===== src/rtl/action_mod_sequencer.sv =====
// action_mod_sequencer: steps one looked-up action through a rule-table read, an optional modifier pass and an output handshake
// Ports:
//   clk, reset                 clock and synchronous active-high reset
//   act_vld/act_in/rule_hit/rule_idx, act_rdy    upstream action and its rule index
//   mod_enable/mod_action/mod_param/mod_flag     request to the action modifier
//   mod_result/mod_done        modified action returned by the modifier
//   out_vld/out_action/out_rdy downstream result handshake
//   tbl_wr_*                   software write port of the rule table
//   cnt_modified/cnt_bypass    wrapping counts of modified and bypassed actions
`ifndef OPENFLOW_ACTION_WIDTH
`define OPENFLOW_ACTION_WIDTH 64
`endif
module action_mod_sequencer #(
    parameter int ACTION_WIDTH   = `OPENFLOW_ACTION_WIDTH,
    parameter int FLAG_WIDTH     = 16,
    parameter int RULE_IDX_WIDTH = 4
) (
    input  logic                      clk,
    input  logic                      reset,
    input  logic                      act_vld,
    input  logic [ACTION_WIDTH-1:0]   act_in,
    input  logic                      rule_hit,
    input  logic [RULE_IDX_WIDTH-1:0] rule_idx,
    output logic                      act_rdy,
    output logic                      mod_enable,
    output logic [ACTION_WIDTH-1:0]   mod_action,
    output logic [ACTION_WIDTH-1:0]   mod_param,
    output logic [FLAG_WIDTH-1:0]     mod_flag,
    input  logic [ACTION_WIDTH-1:0]   mod_result,
    input  logic                      mod_done,
    output logic                      out_vld,
    output logic [ACTION_WIDTH-1:0]   out_action,
    input  logic                      out_rdy,
    input  logic                      tbl_wr_en,
    input  logic [RULE_IDX_WIDTH-1:0] tbl_wr_addr,
    input  logic [ACTION_WIDTH-1:0]   tbl_wr_param,
    input  logic [FLAG_WIDTH-1:0]     tbl_wr_flag,
    output logic [31:0]               cnt_modified,
    output logic [31:0]               cnt_bypass
);
    typedef enum logic [2:0] {IDLE, READ, MOD, WAIT, OUT} state_t;
    state_t state_q, state_d;
    logic [ACTION_WIDTH-1:0] tbl_param_q [2**RULE_IDX_WIDTH];
    logic [FLAG_WIDTH-1:0]   tbl_flag_q  [2**RULE_IDX_WIDTH];
    logic [ACTION_WIDTH-1:0] rd_param_q, act_q, out_action_q, mod_action_q, mod_param_q;
    logic [FLAG_WIDTH-1:0]   rd_flag_q, mod_flag_q;
    logic                    hit_q;
    logic [31:0]             cnt_mod_q, cnt_byp_q;
    logic                    accept, do_mod;
    assign accept = (state_q == IDLE) && act_vld;
    assign do_mod = hit_q && (rd_flag_q != '0);
    // Read and write share one process, so a same-address write in the accept
    // cycle is seen only by the next action.
    always_ff @(posedge clk) begin
        if (tbl_wr_en) begin
            tbl_param_q[tbl_wr_addr] <= tbl_wr_param;
            tbl_flag_q[tbl_wr_addr]  <= tbl_wr_flag;
        end
        if (accept) begin
            rd_param_q <= tbl_param_q[rule_idx];
            rd_flag_q  <= tbl_flag_q[rule_idx];
        end
    end
    always_ff @(posedge clk) begin
        if (reset) state_q <= IDLE;
        else       state_q <= state_d;
    end
    always_comb begin
        state_d = state_q;
        case (state_q)
            IDLE:    state_d = act_vld ? READ : IDLE;
            READ:    state_d = do_mod ? MOD : OUT;
            MOD:     state_d = WAIT;
            WAIT:    state_d = mod_done ? OUT : WAIT;
            OUT:     state_d = out_rdy ? IDLE : OUT;
            default: state_d = IDLE;
        endcase
    end
    always_comb begin
        act_rdy    = state_q == IDLE;
        mod_enable = state_q == MOD;
        out_vld    = state_q == OUT;
    end
    always_ff @(posedge clk) begin
        if (reset) begin
            act_q        <= '0;
            hit_q        <= 1'b0;
            out_action_q <= '0;
            mod_action_q <= '0;
            mod_param_q  <= '0;
            mod_flag_q   <= '0;
            cnt_mod_q    <= '0;
            cnt_byp_q    <= '0;
        end else begin
            if (accept) begin
                act_q <= act_in;
                hit_q <= rule_hit;
            end
            if (state_q == READ && do_mod) begin
                mod_action_q <= act_q;
                mod_param_q  <= rd_param_q;
                mod_flag_q   <= rd_flag_q;
                cnt_mod_q    <= cnt_mod_q + 32'd1;
            end
            if (state_q == READ && !do_mod) begin
                out_action_q <= act_q;
                cnt_byp_q    <= cnt_byp_q + 32'd1;
            end
            if (state_q == WAIT && mod_done) out_action_q <= mod_result;
        end
    end
    assign mod_action   = mod_action_q;
    assign mod_param    = mod_param_q;
    assign mod_flag     = mod_flag_q;
    assign out_action   = out_action_q;
    assign cnt_modified = cnt_mod_q;
    assign cnt_bypass   = cnt_byp_q;
endmodule


===== config.mk =====
export PLATFORM = sky130hd
export DESIGN_NAME = action_mod_sequencer
export DESIGN_NICKNAME = d
export VERILOG_FILES = /design/src/rtl/action_mod_sequencer.sv
export SDC_FILE = /design/constraint.sdc
export NUM_CORES = 2
export LEC_CHECK = 0
export CORE_MARGIN = 2
export CORE_UTILIZATION = 58
export DETAILED_ROUTE_END_ITERATION = 8
export GPL_TIMING_DRIVEN = 0
export PLACE_DENSITY = 0.77
export SYNTH_ARGS = -nofsm -noshare
export SYNTH_HDL_FRONTEND = slang
export SYNTH_SLANG_ARGS = --single-unit

===== constraint.sdc =====
create_clock -name clk -period 9.5 [get_ports clk]
set_input_delay 1.9 -clock clk [delete_from_list [all_inputs] [get_ports clk]]
set_output_delay 1.9 -clock clk [all_outputs]
set_load 0.01 [all_outputs]

==> impl_metrics.toml <==
[routing]
wl_met1_um = 63050
drtAntennaViolNets = 0
wirelength_um = 183400
drt-wirelength-per-cell_um = 31.38
first_pass_iters = 6
vias_per_cell = 6.382
wl_met3_um = 17710
dr.max_layer_used = "met5"
first_iter_violations = 4265
routed-wl-met2_um = 92260
num_vias = 37310
drc = 0

[synthesis]
syn_area_mm2 = 0.06338
synthCells = 3524
synth-seq-cells = 1700
synth_warnings = 0
synth_cell_types = 47
syn-num-nets = 3749
synth_edf_count = 1360
synthArstFlopShare_pct = 0
synth-seq-area-share_pct = 75.18
ys.flop_type = "edfxtp_1"
syn_avg_cell_area_um2 = 17.98

[critical_path]
criticalPathCategory = "input port to flop"
r2r_start = "rd_flag_q[8]"
reg2reg_to = "mod_param[46]"
worst_setup_path_start_kind = "input port"
crit_fanout = 10
cp.arrival_ps = 5260
required_ps = 10000
endpoint_kind = "flop"
ff2ff_setup_slack_ps = 6010
rr_worst_depth = 7

[global_route]
grt_pass1_wl_um = 260800
grt_max_degree = 48
grt_usage_pct = 32.98
antenna_found_initial = 21
overflow = 0
first_global_vias = 37520

[die]
initial_utilization_pct = 58.38
placeableCoreArea_mm2 = 0.1086
io_pins = 498
dieArea_mm2 = 0.1119
fp-row-count = 121
fp.dieH_um = 334.6
die_w_um = 334.6

[worst_hold_path]
hold_path_depth = 2
holdPathEnd = "mod_action[59]"
hold_path.startpoint = "mod_action[59]"
hp-class = "flop to flop"

[clocking]
cts.sink_count = 1700
clock_latency_ps = 770
clk_pin_slew_ps = 60
clock_tree.buffer_depth = 3
cts_tree = "yes"
hold_buffers = 0
cts_made_buffers = 164
clock_tree.root_cell = "clkbuf_16"
cts.repair.resized = 0
htree_num_levels = 4
post-cts-setup-buffers = 0

[final_layout]
layout_commonest_cell = "edfxtp_1"
final_cell_mix = "1,360 x edfxtp_1, 572 x nand2_1, 493 x clkdlybuf4s50_1, 400 x mux4_2, 340 x dfxtp_1"
design_area_mm2 = 0.07713
nFillCells = 6524
area_delta_synth_final_pct = 21.71
layout.nets = 4503
layout-drive-gt1-share_pct = 17.93

[sta]
finalCritPeriodShare_pct = 50.11
fin_skew_ps = 25.99
min_period_ps = 4760
finalHoldViolCount = 0
holdWs_ps = 452.9
worst_pin_slew_ps = 1443
finalSetupViolCount = 0
drv_slew = 0
slew-limit-headroom_pct = 3.799
max_freq_mhz = 210.1
grt_setup_unrepaired = "no"

[pwr]
clockPowerShare_pct = 40.9
vdd_drop_max_mv = 0.2018
leakagePower_nw = 24.37
p_int_mw = 12.21
switching_share_pct = 21.68
seqPwrFrac_pct = 53.3
p_switching_mw = 3.381
power_frac_comb_pct = 5.7
power_density_mw_per_mm2 = 202.2

[placement]
gp_congestion = 0.9561
dp_hpwl_um = 115800
placed_cell_area_mm2 = 0.07186
port_buffers = 493

[outcome]
status = "finished, final reports clean"

[flow_run]
maxCapViolations = 0
through the flow:
stage	util (%)	setup TNS [ps]	power (mW)	instances	setup slack, ps
after floorplan	-	0	8.888	3524	1047
after global placement	64.56	-3501250	9.315	5431	-6840
after detailed placement	66.20	0	9.348	5526	4178
after CTS	71.02	0	15.64	5832	4813
after global routing	71.05	0	15.97	5843	4760
final	71.06	0	15.60	5846	4740
worst max-delay path, cell delays in order:
cell	delay, ps
clkbuf_1	250
clkbuf_1	830
buf_1	1070
mux4_2	690
mux4_2	510
routing by layer:
metal / global-route usage [%] / vias up
met4: 16.50 / 16
met5: 0 / -
met3: 7.176 / 504
met1: 40.61 / 18930
li1: - / 15370
met2: 55.63 / 2482
sequential cells by signal, summed over array words and instances (netlist names):
| name | count |
|---|---|
| tbl_param_q | 1024 |
| tbl_flag_q | 256 |
| act_q | 64 |
| mod_action | 64 |
| mod_param | 64 |
| out_action | 64 |
| rd_param_q | 64 |
| cnt_bypass | 32 |
| cnt_modified | 32 |
| mod_flag | 16 |
| rd_flag_q | 16 |
| state_q | 3 |
| hit_q | 1 |
logic make-up (layout without fill, tap and decap cells):
family,count (synthesis),count (layout),synth area share (%)
AOI/OAI and AO/OA,310,310,2.900
xor gates and xnor gates,43,43,0.5942
adders and majority gates,2,2,0.03948
buffers and inverters,221,1115,1.380
DFF,1700,1700,75.18
muxes,405,405,14.30
other,0,14,0
and+or+nand+nor,843,843,5.603
final cells by class:
type	count	area [um^2]	share of cell area (%)
flip-flops and latches	1700	47650	61.77
multi-input cells	1603	14970	19.40
repair buffers	588	6604	8.562
clock buffers	223	4563	5.916
well taps	1414	1769	2.294
plain buffers	212	845.8	1.097
clock inverters	83	670.6	0.8695
diodes	14	35.03	0.04542
inverters	9	33.78	0.04380
synthesized netlist by cell type (2+ instances only):
cell type,count,area share [%]
a21oi_1,226,1.8
a311oi_1,65,0.90
and2_1,3,0.030
and3_1,9,0.089
and4_1,2,0.028
buf_1,48,0.28
buf_2,15,0.12
buf_6,3,0.053
clkbuf_1,145,0.86
dfxtp_1,340,11
edfxtp_1,1360,64
ha_1,2,0.039
inv_1,9,0.053
mux2_2,5,0.089
mux4_2,400,14
nand2_1,572,3.4
nand2b_1,3,0.030
nand3_1,25,0.20
nand3b_1,2,0.024
nand4_1,26,0.26
nand4b_1,3,0.041
nor2_1,129,0.76
nor2b_1,5,0.049
nor3_1,20,0.16
nor4_1,12,0.12
nor4_4,2,0.067
o21a_1,2,0.024
o21ai_0,12,0.095
or2_2,2,0.020
or3_1,14,0.14
or4_1,5,0.059
or4_4,2,0.036
xnor2_1,23,0.32
xor2_1,20,0.28
worst max path at each step:
stage              startpoint  slack (ps)                to
2_1_floorplan  tbl_wr_addr[3]        1050  tbl_flag_q[0][0]
3_3_place_gp        tbl_wr_en       -6840  tbl_flag_q[0][7]
3_5_place_dp      rule_idx[0]        4180    rd_param_q[13]
4_1_cts           rule_idx[0]        4810    rd_param_q[45]
5_1_grt           rule_idx[0]        4760    rd_param_q[45]
6_report          rule_idx[0]        4740    rd_param_q[45]
power groups by stage:
stage	Clock [mW]	Sequential (mW)	Combinational, mW
6_report	6.38	8.32	0.896
3_3_place_gp	0	8.49	0.826
4_1_cts	6.43	8.32	0.896
3_5_place_dp	0	8.47	0.878
5_1_grt	6.70	8.33	0.942
2_1_floorplan	0	8.45	0.440
Note: power is estimated with default switching activity, not from simulation.
